**config.mk**
```make
export PLATFORM = sky130hd
export DESIGN_NAME = multiword_add_seq_flat
export DESIGN_NICKNAME = d
export VERILOG_FILES = /design/src/rtl/multiword_add_seq_if.sv /design/src/rtl/multiword_add_seq.sv /design/src/flat_wrapper.sv
export SDC_FILE = /design/constraint.sdc
export NUM_CORES = 1
export LEC_CHECK = 0
export CAP_MARGIN = 20
export CORE_MARGIN = 2
export CORE_UTILIZATION = 40
export CTS_CLUSTER_DIAMETER = 150
export CTS_CLUSTER_SIZE = 12
export DETAILED_ROUTE_END_ITERATION = 16
export PLACE_DENSITY = 0.75
export SYNTH_ARGS = -nofsm -noshare
export SYNTH_HDL_FRONTEND = slang
export SYNTH_SLANG_ARGS = --single-unit
export TNS_END_PERCENT = 100
```
**constraint.sdc**
```tcl
create_clock -name clk -period 5.6 [get_ports clk]
set_clock_uncertainty 0.15 [all_clocks]
set_input_delay 1.12 -clock clk [delete_from_list [all_inputs] [get_ports clk]]
set_output_delay 1.12 -clock clk [all_outputs]
set_load 0.05 [all_outputs]
```
**src/rtl/multiword_add_seq_if.sv**
```systemverilog
// Handshake and data bundle for the multi-word adder sequencer.
// The requester drives the master side; the sequencer implements the slave side.
interface multiword_add_seq_if #(
  parameter int W = 16
);
  logic         start;
  logic [W-1:0] a_in;
  logic [W-1:0] b_in;
  logic         carry_in;
  logic         busy;
  logic         done;
  logic [W-1:0] sum_out;
  logic         carry_out;

  modport master (
    output start, a_in, b_in, carry_in,
    input  busy, done, sum_out, carry_out
  );

  modport slave (
    input  start, a_in, b_in, carry_in,
    output busy, done, sum_out, carry_out
  );
endinterface

```
**src/rtl/multiword_add_seq.sv**
```systemverilog
// Multi-precision adder: one N-bit ripple slice per clock, least-significant word first,
// with the slice carry registered between cycles so no W-bit carry chain exists.

module ripple_adder #(
  parameter int N = 4
) (
  input  logic [N-1:0] a,
  input  logic [N-1:0] b,
  input  logic         ci,
  output logic [N-1:0] s,
  output logic         co
);
  logic [N:0] c;

  assign c[0] = ci;
  for (genvar i = 0; i < N; i++) begin : g_bit
    assign s[i]   = a[i] ^ b[i] ^ c[i];
    assign c[i+1] = (a[i] & b[i]) | (c[i] & (a[i] ^ b[i]));
  end
  assign co = c[N];
endmodule

module multiword_add_seq #(
  parameter int N     = 4,
  parameter int WORDS = 4
) (
  input  logic              clk,
  input  logic              reset,
  multiword_add_seq_if.slave bus
);
  localparam int W     = N * WORDS;
  localparam int IDX_W = $clog2(WORDS);
  localparam logic [IDX_W-1:0] LAST_IDX = IDX_W'(WORDS - 1);

  typedef enum logic {IDLE, RUN} state_t;

  state_t           state;
  state_t           state_next;
  logic [W-1:0]     a_reg;
  logic [W-1:0]     b_reg;
  logic [W-1:0]     work_sum;
  logic [W-1:0]     work_next;
  logic [W-1:0]     sum_reg;
  logic [IDX_W-1:0] idx;
  logic             carry_reg;
  logic             carry_out_reg;
  logic             done_reg;
  logic [N-1:0]     slice_a;
  logic [N-1:0]     slice_b;
  logic [N-1:0]     slice_sum;
  logic             slice_co;
  logic             accept;
  logic             last;

  assign accept = (state == IDLE) && bus.start;
  assign last   = (state == RUN) && (idx == LAST_IDX);

  assign slice_a = a_reg[idx*N +: N];
  assign slice_b = b_reg[idx*N +: N];

  ripple_adder #(.N(N)) u_slice (
    .a  (slice_a),
    .b  (slice_b),
    .ci (carry_reg),
    .s  (slice_sum),
    .co (slice_co)
  );

  // Working sum with the current slice merged in; also the final result on the last edge.
  // NOTE: every variable assigned in always_comb gets a default first, so no latch is inferred.
  always_comb begin
    work_next = work_sum;
    work_next[idx*N +: N] = slice_sum;
  end

  always_comb begin
    state_next = state;
    case (state)
      IDLE:    if (bus.start) state_next = RUN;
      RUN:     if (idx == LAST_IDX) state_next = IDLE;
      default: state_next = IDLE;
    endcase
  end

  // NOTE: sequential state uses non-blocking assignments so all registers update together.
  always_ff @(posedge clk) begin
    if (reset) state <= IDLE;
    else       state <= state_next;
  end

  // NOTE: operand registers carry no reset; they are always loaded before being read.
  always_ff @(posedge clk) begin
    if (accept) begin
      a_reg <= bus.a_in;
      b_reg <= bus.b_in;
    end
  end

  always_ff @(posedge clk) begin
    if (reset) begin
      idx           <= '0;
      carry_reg     <= 1'b0;
      work_sum      <= '0;
      sum_reg       <= '0;
      carry_out_reg <= 1'b0;
      done_reg      <= 1'b0;
    end else begin
      done_reg <= 1'b0;
      if (accept) begin
        idx       <= '0;
        carry_reg <= bus.carry_in;
      end else if (state == RUN) begin
        work_sum  <= work_next;
        carry_reg <= slice_co;
        idx       <= idx + 1'b1;
        if (last) begin
          sum_reg       <= work_next;
          carry_out_reg <= slice_co;
          done_reg      <= 1'b1;
        end
      end
    end
  end

  assign bus.busy      = (state == RUN);
  assign bus.done      = done_reg;
  assign bus.sum_out   = sum_reg;
  assign bus.carry_out = carry_out_reg;
endmodule

```
**src/flat_wrapper.sv**
```systemverilog
// flat-port wrapper written by rule: the top's interface ports become plain ports
module multiword_add_seq_flat 
#(
  parameter int N     = 4,
  parameter int WORDS = 4
)
  (clk, reset, bus_start, bus_a_in, bus_b_in, bus_carry_in, bus_busy, bus_done, bus_sum_out, bus_carry_out);
  multiword_add_seq_if #(.W((N * WORDS))) bus_i ();
  input  logic clk;
  input  logic reset;
  input wire logic [$bits(bus_i.start)-1:0] bus_start;
  input wire logic [$bits(bus_i.a_in)-1:0] bus_a_in;
  input wire logic [$bits(bus_i.b_in)-1:0] bus_b_in;
  input wire logic [$bits(bus_i.carry_in)-1:0] bus_carry_in;
  output wire logic [$bits(bus_i.busy)-1:0] bus_busy;
  output wire logic [$bits(bus_i.done)-1:0] bus_done;
  output wire logic [$bits(bus_i.sum_out)-1:0] bus_sum_out;
  output wire logic [$bits(bus_i.carry_out)-1:0] bus_carry_out;
  assign bus_i.start = bus_start;
  assign bus_i.a_in = bus_a_in;
  assign bus_i.b_in = bus_b_in;
  assign bus_i.carry_in = bus_carry_in;
  assign bus_busy = bus_i.busy;
  assign bus_done = bus_i.done;
  assign bus_sum_out = bus_i.sum_out;
  assign bus_carry_out = bus_i.carry_out;
  multiword_add_seq #(.N(N), .WORDS(WORDS)) u_core (.clk(clk), .reset(reset), .bus(bus_i));
endmodule
```
==> flow_summary_export.csv <==
group,metric,value,unit
status,status,"finished, final reports clean",
synth,syn_area,2710,µm²
sta,setup_tns,0,ns
placed_design,gp_congestion,0.793,
placed_design,pre_cts_ws,1.93,ns
clocking,cts_buffer_depth,2,
synth,syn_inst,205,
clocking,cts_resized,0,
synth,synth_common_cells,"34 x dfxtp_1, 32 x edfxtp_1, 29 x nor2_1, 14 x inv_1",
worst_setup_path,critPathKind,"reg -> reg",
floorplanning,core_area,6680,µm²
worst_setup_path,crit_chain,"mux4_1, inv_1, fa_1, inv_1, fa_1, inv_1, fa_1, inv_1, fa_1, a221oi_1, nor3_1",
worst_setup_path,crit_path_top_delay_cell,"dfxtp_1",
final_layout,fin_nets,302,
sta,fin_crit,3.63,ns
synth,synth_most_common_cell,"dfxtp_1",
floorplanning,die-area,7460,µm²
global_route,grt_max_degree,32,
clocking,clock_sinks,66,
synth,synth_flop_cell,"dfxtp_1",
global_route,grt_pass1_vias,1775,
sta,relSlewSlack,49.6,%
final_layout,drive_gt1_share,10.3,%
detailed_routing,viasPerCell,5.28,
synth,async_flop_share,0,%
worst_setup_path,worst-path-max-fanout,15,
synth,yosysWarnings,0,
final_layout,area_growth,31.3,%
clocking,cts_made_buffers,9,
detailed_routing,route.detailed.wl_per_inst,15.0,µm
synth,synth_fp_nets,250,
sta,finalSetupViolCount,0,
sta,fin_crit_sh,64.9,%
final_layout,nFillCells,587,
global_route,overflow,0,
global_route,grt_pass1_wl,8.31,mm
detailed_routing,drt-total-wl,5.11,mm
detailed_routing,firstDrtPassIters,4,
clocking,cts_root_buffer,"clkbuf_8",
worst_setup_path,endpoint_kind,"flop",
floorplanning,start_util,40.6,%
worst_hold_path,hp-class,"reg -> reg",
worst_setup_path,max_stage_delay,0.80,ns
global_route,grtUsageTotal,14.8,%
synth,yosysUniqueCellTypes,30,
placed_design,portBuffers,54,
synth,ys_seq_area_share,60.5,%
sta,hold_viol,0,
final_layout,num_antenna_cells,0,
floorplanning,top_level_ports,55,
clocking,clk_latency,0.35,ns
pwr,power,1.15,mW
floorplanning,die_w,86.4,µm
worst_setup_path,cp-start-kind,"flop",
placed_design,place_hpwl,3.51,mm
detailed_routing,route.detailed.drc,0,
sta,finalMaxSlewViolations,0,
synth,ys_ff_latch,66,
pwr,ir_worst_vdd,0.159,mV
synth,synth_edf_count,32,
clocking,cts_tree,"yes",
clocking,post_cts_buffers,0,
worst_setup_path,required,5.69,ns
detailed_routing,antenna_left,0,
synth,synth_area_per_cell,13.2,µm²
synth,yosys.area.top_type,"edfxtp_1",
synth,yosys.area.top_type_share,35.4,%
job,maxCapViolations,0,
sta,tightest_slew,0.755,ns
pwr,power_density,323,nW/µm²
detailed_routing,drt-initial-drc-count,131,
pwr,p_leak,1.30,nW
sta,rsz0062_at_grt,"no",
floorplanning,fp.dieH,86.4,µm
clocking,hold_buffers,0,
sta,layout_setup_ws,1.97,ns
synth,synth.area.top_cells,"edfxtp_1 35%, dfxtp_1 25%, mux4_1 7.7%",
clocking,cts.clk_slew.worst_paths,0.07,ns
worst_setup_path,cp.arrival,3.72,ns
worst_setup_path,worstPathBufferInverterCount,4,
floorplanning,rows,30,
global_route,antenna_found_initial,0,
detailed_routing,via_count,1806,
worst_setup_path,path_delay_family,"adder cells",
clocking,h-tree-depth,3,
sta,max_freq,275,MHz
## placed cells by master (no fill, tap or decap), types with 2 or more instances in the layout
cell type	synthesis	routed
clkdlybuf4s50_1	0	54
dfxtp_1	34	34
edfxtp_1	32	32
nor2_1	29	29
inv_1	14	14
a221oi_1	12	12
nor3_1	12	12
clkbuf_8	0	9
mux4_1	8	8
a32oi_1	6	6
a22oi_1	6	6
nand2_1	5	5
ha_1	5	5
a22o_1	4	4
fa_1	4	4
inv_6	1	3
a21oi_1	3	3
bufinv_16	0	3
nor3b_1	2	2
and4bb_2	2	2
nor2b_1	3	2
## routing by layer
layer	vias to the layer above	global-route usage (%)	wire [µm]
met4	0	5.54	86
li1	869	-	-
met1	860	18.3	2200
met3	10	6.19	351
met2	67	23.3	2480
met5	-	0	0
## stage by stage
| stage | area (µm²) | util, % | std cells | hold slack (ns) |
|---|---|---|---|---|
| 3_3_place_gp | 3290 | 49.2 | 325 | 0.305 |
| 2_1_floorplan | 2710 | - | 205 | 0.304 |
| 4_1_cts | 3540 | 52.9 | 341 | 0.325 |
| 5_1_grt | 3560 | 53.3 | 342 | 0.348 |
| 6_report | 3560 | 53.3 | 342 | 0.329 |
| 3_5_place_dp | 3290 | 49.2 | 325 | 0.316 |
## worst min-delay path: cells and delay by family, from the launching register on
family,cells,cell delay [ns]
AO/OA/AOI/OAI,1,0.06
flip-flops,1,0.31
AND/OR/NAND/NOR,1,0.06
## worst paths after layout
check / endpoint / slack, ns / cells past startpoint / start
setup / recovery: u_core.bus.sum_out[11] / 1.97 / 11 / u_core.idx[0]
hold / removal: u_core.bus.carry_out / 0.33 / 2 / u_core.bus.carry_out
setup reg to reg: u_core.bus.sum_out[11] / 1.97 / 11 / u_core.idx[0]
hold reg to reg: u_core.bus.carry_out / 0.33 / 2 / u_core.bus.carry_out
## where the power goes
group | total (mW) | switching, mW | internal [mW]
Combinational | 0.122 | 0.0647 | 0.0568
Sequential | 0.537 | 0.0116 | 0.526
Clock | 0.493 | 0.193 | 0.299
## area by class of cell
type,instances,area [µm²],share of cell area [%]
clock inverters,7,124,3.48
inverters,15,61.3,1.72
multi-input cells,109,937,26.3
well taps,80,100,2.81
flip-flops and latches,66,1640,46.1
clock buffers,9,124,3.48
repair buffers,56,576,16.2
## cell families after synthesis
group                    count (synthesis)  share of synthesized area (%)
flip-flops                              66                           60.5
AND/OR/NAND/NOR                         58                           11.1
AO/OA/AOI/OAI                           32                           9.59
buffers and inverters                   30                           5.07
multiplexers                            10                           8.53
adder cells (fa/ha/maj)                  9                           5.26
Note: power is estimated with default switching activity, not from simulation.
